==> src/rtl/wb_stage_pkg.sv <==
// Shared encodings and types for the writeback stage.
package wb_stage_pkg;

  localparam int XLEN = 32;

  // Writeback source select
  localparam logic [1:0] WB_SEL_ALU  = 2'b00;
  localparam logic [1:0] WB_SEL_LOAD = 2'b01;
  localparam logic [1:0] WB_SEL_PC4  = 2'b10;

  // Load size/sign encodings (funct3)
  localparam logic [2:0] F3_LB  = 3'b000;
  localparam logic [2:0] F3_LH  = 3'b001;
  localparam logic [2:0] F3_LW  = 3'b010;
  localparam logic [2:0] F3_LBU = 3'b100;
  localparam logic [2:0] F3_LHU = 3'b101;

  typedef enum logic {
    ST_RUN     = 1'b0,
    ST_WAIT_LD = 1'b1
  } wb_state_e;

  // Control half of the MEM/WB register
  typedef struct packed {
    logic       valid;
    logic       reg_write;
    logic [4:0] rd;
    logic [1:0] wb_sel;
    logic [2:0] funct3;
  } wb_ctl_t;

endpackage

==> src/rtl/wb_stage_load_extract.sv <==
// Picks the addressed byte/half out of a word-aligned read and extends it.
module load_extract
  import wb_stage_pkg::*;
#(
  parameter int W = XLEN
) (
  input  logic [W-1:0] rdata,
  input  logic [1:0]   addr_lo,
  input  logic [2:0]   funct3,
  output logic [W-1:0] data
);

  logic [7:0]  byte_sel;
  logic [15:0] half_sel;

  // Lane select then sign/zero extension; unknown sizes pass the full word
  always_comb begin
    byte_sel = rdata[{addr_lo, 3'b000} +: 8];
    half_sel = rdata[{addr_lo[1], 4'b0000} +: 16];
    case (funct3)
      F3_LB:   data = {{(W-8){byte_sel[7]}}, byte_sel};
      F3_LH:   data = {{(W-16){half_sel[15]}}, half_sel};
      F3_LBU:  data = {{(W-8){1'b0}}, byte_sel};
      F3_LHU:  data = {{(W-16){1'b0}}, half_sel};
      default: data = rdata;
    endcase
  end

endmodule

==> src/rtl/wb_stage.sv <==
// MEM/WB pipeline register plus writeback: load wait, regfile write, instret.
module wb_stage
  import wb_stage_pkg::*;
#(
  parameter int XLEN  = 32,
  parameter int CNT_W = 64
) (
  input  logic             clk,
  input  logic             rst,
  input  logic             mem_valid,
  input  logic             mem_reg_write,
  input  logic [4:0]       mem_rd,
  input  logic [1:0]       mem_wb_sel,
  input  logic [XLEN-1:0]  mem_alu_result,
  input  logic [XLEN-1:0]  mem_pc4,
  input  logic [2:0]       mem_funct3,
  input  logic [XLEN-1:0]  dmem_rdata,
  input  logic             dmem_rvalid,
  output logic             wb_en,
  output logic [XLEN-1:0]  wb_data,
  output logic [4:0]       rd_index,
  output logic             wb_stall,
  output logic [CNT_W-1:0] instret
);

  wb_state_e       state_q, state_d;
  wb_ctl_t         ctl_q;
  logic [XLEN-1:0] alu_q, pc4_q;
  logic [XLEN-1:0] ld_data;
  logic            retire;

  load_extract #(.W(XLEN)) u_ld (
    .rdata   (dmem_rdata),
    .addr_lo (alu_q[1:0]),
    .funct3  (ctl_q.funct3),
    .data    (ld_data)
  );

  // Pipeline register, state and retire counter; reset drops any pending load
  always_ff @(posedge clk) begin
    if (rst) begin
      state_q <= ST_RUN;
      ctl_q   <= '0;
      alu_q   <= '0;
      pc4_q   <= '0;
      instret <= '0;
    end else begin
      state_q <= state_d;
      if (!wb_stall) begin
        ctl_q <= mem_valid ? wb_ctl_t'{valid: 1'b1, reg_write: mem_reg_write, rd: mem_rd,
                                       wb_sel: mem_wb_sel, funct3: mem_funct3}
                           : '0;
        alu_q <= mem_alu_result;
        pc4_q <= mem_pc4;
      end
      if (retire) instret <= instret + 1'b1;
    end
  end

  // Completion, stall, next state and write-port muxing
  always_comb begin
    state_d  = state_q;
    wb_stall = 1'b0;
    retire   = 1'b0;
    case (state_q)
      ST_RUN:     retire = ctl_q.valid;
      ST_WAIT_LD: begin
        wb_stall = !dmem_rvalid;
        retire   = dmem_rvalid;
      end
      default:    retire = 1'b0;
    endcase
    // A load only enters WAIT_LD when it is actually captured
    if (!wb_stall)
      state_d = (mem_valid && mem_wb_sel == WB_SEL_LOAD) ? ST_WAIT_LD : ST_RUN;

    wb_en    = retire & ctl_q.reg_write & (|ctl_q.rd);
    rd_index = ctl_q.rd;
    if (state_q == ST_WAIT_LD)       wb_data = ld_data;
    else if (ctl_q.wb_sel == WB_SEL_PC4) wb_data = pc4_q;
    else                             wb_data = alu_q;
  end

endmodule

==> config.mk <==
export PLATFORM = sky130hd
export DESIGN_NAME = wb_stage
export DESIGN_NICKNAME = d
export VERILOG_FILES = /design/src/rtl/wb_stage_pkg.sv /design/src/rtl/wb_stage_load_extract.sv /design/src/rtl/wb_stage.sv
export SDC_FILE = /design/constraint.sdc
export NUM_CORES = 1
export LEC_CHECK = 0
export BUFFER_PORTS_ARGS = -buffer_cell sky130_fd_sc_hd__buf_2
export CAP_MARGIN = 20
export CORE_ASPECT_RATIO = 1.25
export CORE_MARGIN = 3
export CORE_UTILIZATION = 47
export CTS_CLUSTER_DIAMETER = 200
export CTS_CLUSTER_SIZE = 25
export DETAILED_ROUTE_END_ITERATION = 7
export PLACE_DENSITY = 0.87
export SETUP_SLACK_MARGIN = 0.4
export SLEW_MARGIN = 20
export SYNTH_ARGS = -nofsm -noshare
export SYNTH_HDL_FRONTEND = slang
export SYNTH_SLANG_ARGS = --single-unit
==> constraint.sdc <==
create_clock -name clk -period 2.1 [get_ports clk]
set_input_delay 0.105 -clock clk [delete_from_list [all_inputs] [get_ports clk]]
set_output_delay 0.105 -clock clk [all_outputs]
set_load 0.01 [all_outputs]
==> results.txt <==
Setup WS post-layout: -223 ps
Flop pwr share: 0.394
Die H: 142 um
Simple logic cell fraction of the synthesized area: 0.296
Count of cell types in the netlist: 47
H-Tree Depth: 4
Crit-path max FO: 7
Power Density: 616 nW/um^2
Initial drt markers: 1918
Rows: 49
Post-synth EDFFs: 0
GRT overflow: 0
Final-report hold violation count: 0
DRC viols: 72
Clk pwr share: 0.455
Top achievable clock speed: 0.431 GHz
Via count: 9715
Worst hold path depth: 3
RSZ-0062 raised after global routing: yes
Hold WC Path Type: in -> reg
R2r setup slk: -100 ps
Cell area after synthesis: 7000 um^2
Filler Cells Inserted: 747
Share of cells above drive strength 1: 0.427
Placed Area: 8420 um^2
Worst slew pin tran: 689 ps
Max Cap Viol: 0
Crit Path Class: reg -> out
Design area: 11600 um^2
Sw frac: 0.274
CTS tree: done
Clock period minus worst slack: 2320 ps
Synth warnings: 0
Primary FF master, synth: dfxtp_1
Post-Synth Adder-Cell Area: 0.00179
Compound-Gate Fraction of Synth Area: 0.176
Crit path largest cell delay: 470 ps
Mapped Cells: 920
Synth Area in XOR/XNOR: 0.0438
Largest net degree at the start of global routing: 48
Net count after synthesis: 1032
Seq cells post-synth: 141
Setup crit end kind: primary output
Die Wd: 115 um
First-pass GRT wire length: 45.7 mm
Syn Area/Cell: 7.61 um^2
Most frequent cells in the layout: buf_2 (211), nand2_1 (201), a21oi_1 (100), dfxtp_1 (94), dlygate4sd3_1 (75)
Post-Route Skew: 11.0 ps
DR WL/cell: 25.8 um
Switching pwr: 1.95 mW
DP HPWL: 15.5 mm
Routed wire length: 37.9 mm
Initial Util: 0.484
Io pins: 214
Rel. slew slack: 0.541
Synth-to-Final Area Change: 65.3%
Initial antenna violation count: 2
CP startpoint kind: flip-flop
Clock Tree Root: clkbuf_16
Commonest non-fill, non-tap cell in the layout: buf_2
Cell Int Power: 5.18 mW
Pre-Repair DR Iteration Count: 8
Register area share after synthesis: 0.403
CTS clk-pin slew, worst paths: 60 ps
Peak VDD IR: 484 uV
Cells on worst reg2reg path: 8
Fin crit share: 1.11
Sink Count: 141
P_leak: 5.14 nW
Buffers added on ports: 213
Status: finished, violations left
CP Data Required Time: 2000 ps
Core area: 14500 um^2
Antenna Nets Post-Route: 0
Failing checks: design-rule violations, negative setup slack
Mux cell area share after synthesis: 0.0320
CP Cell Sequence: nor2b_4, buf_6, nand2_4, a2bb2oi_1, o211ai_1, o21ai_1, buf_2
Slowest cell on crit path: o211ai_1
Worst-case clock buffer depth: 2
Number of global-route vias before repair: 8592
Pre-CTS setup slack: 53.4 ps
CTS buffer count: 17
Nets: 1387
Total Routing Usage GR: 0.356
Slew Viols, Final: 0
Largest family of logic cells by synthesized area: simple AND/OR/NAND/NOR gates
Combinational power share: 0.151
Clk Latency, worst-skew pair: 430 ps
Synth async-reset ratio: 0
Worst Path Arrival: 2220 ps
Vias per inst: 6.62
Setup violations, final: 30
Placer Congestion: 0.991
Die ar.: 16400 um^2
-- sequential cells by signal (all words and copies together) (netlist names) --
register and flops:
instret 64, ctl_q 7, state_q 1, pc4_q 32, rd_index 5, alu_q 32
-- power by group through the flow --
stage	Combinational [mW]	Clock, mW	Sequential [mW]
finish	1.08	3.25	2.81
detailed placement	0.666	0	2.86
floorplan	0.383	0	2.85
CTS	0.827	3.17	2.80
global placement	0.657	0	2.86
global route	1.11	3.35	2.82
-- final timing paths --
| kind | start | endpoint |
|---|---|---|
| worst max-delay path | alu_q[0] | wb_data[4] |
| worst min-delay path | mem_valid | ctl_q[0] |
| worst max register to register | state_q | instret[33] |
| worst min register to register | alu_q[3] | alu_q[3] |
-- critical path: cells and delay by family (launching register included) --
kind,cells,cell delay [ps]
flops,1,380
simple gates,2,280
compound gates,3,820
buf+inv,2,310
-- cells in the mapped netlist, types with 3 or more instances --
master	number	area (um^2)
nand2b_1	5	31.3
nand3_1	30	150
a211oi_1	19	143
buf_4	5	37.5
xnor2_1	11	96.3
mux2_2	9	101
dfxtp_1	141	2820
o21ai_0	33	165
and2_1	18	113
or3_1	27	169
nor3_1	7	35.0
a32oi_1	6	52.6
inv_1	11	41.3
o211ai_1	7	52.6
nand2_1	212	796
a21oi_1	132	661
and3_1	7	43.8
nand4_2	3	37.5
nor2_1	65	244
a2bb2oi_1	7	61.3
nor2b_1	5	31.3
nor4_1	5	31.3
clkbuf_1	45	169
buf_1	9	33.8
nand4_1	24	150
and4_1	3	26.3
mux2i_1	10	100
o22ai_1	8	50.1
o31ai_1	4	30.0
or4_1	5	37.5
nor4_4	3	63.8
xor2_1	24	210
-- routing by layer --
metal	GRT usage	share of wire	vias up	wire length, um
met1	0.383	0.31	4357	11700
li1	-	-	3923	-
met3	0.0983	0.14	384	5170
met5	0	0.00034	-	13
met4	0.200	0.099	2	3750
met2	0.622	0.46	1049	17300
-- through the flow --
stage | power [mW] | cells | hold WS [ps] | utilization | TNS (ps)
after floorplan | 3.23 | 920 | 245 | - | 0
after global placement | 3.51 | 1278 | 353 | 0.582 | 0
after detailed placement | 3.53 | 1278 | 355 | 0.582 | 0
after CTS | 6.80 | 1430 | 46.2 | 0.734 | -1110
after global routing | 7.28 | 1467 | 73.2 | 0.800 | -4900
final | 7.14 | 1467 | 54.8 | 0.800 | -3410
-- final cells by class --
cell class	count	area, um^2	share of cell area
tap	178	223	0.0192
multi-input combinational	705	4710	0.406
antenna	1	2.50	0.000216
timing repair buffer	398	3040	0.263
inverter	12	48.8	0.00421
sequential	141	2930	0.253
clock inverter	11	128	0.0110
clock buffer	21	503	0.0434
-- what timing repair did --
action,in CTS,in global routing
gates resized for setup,107,154
endpoints found under the hold margin,75,0
hold buffers,75,0
pin swaps,67,73
endpoints found under the setup margin,78,90
gates cloned,6,5
buffers inserted,39,31
-- cells by family (layout without fill, tap and decap cells) --
logic type | count (synthesis) | after routing
buf+inv | 76 | 442
flops | 141 | 141
fa+ha+maj | 1 | 1
other cells | 0 | 1
simple gates | 429 | 431
compound gates | 218 | 218
mux | 20 | 20
xor+xnor | 35 | 35
Power figures use the tool's default switching activity.
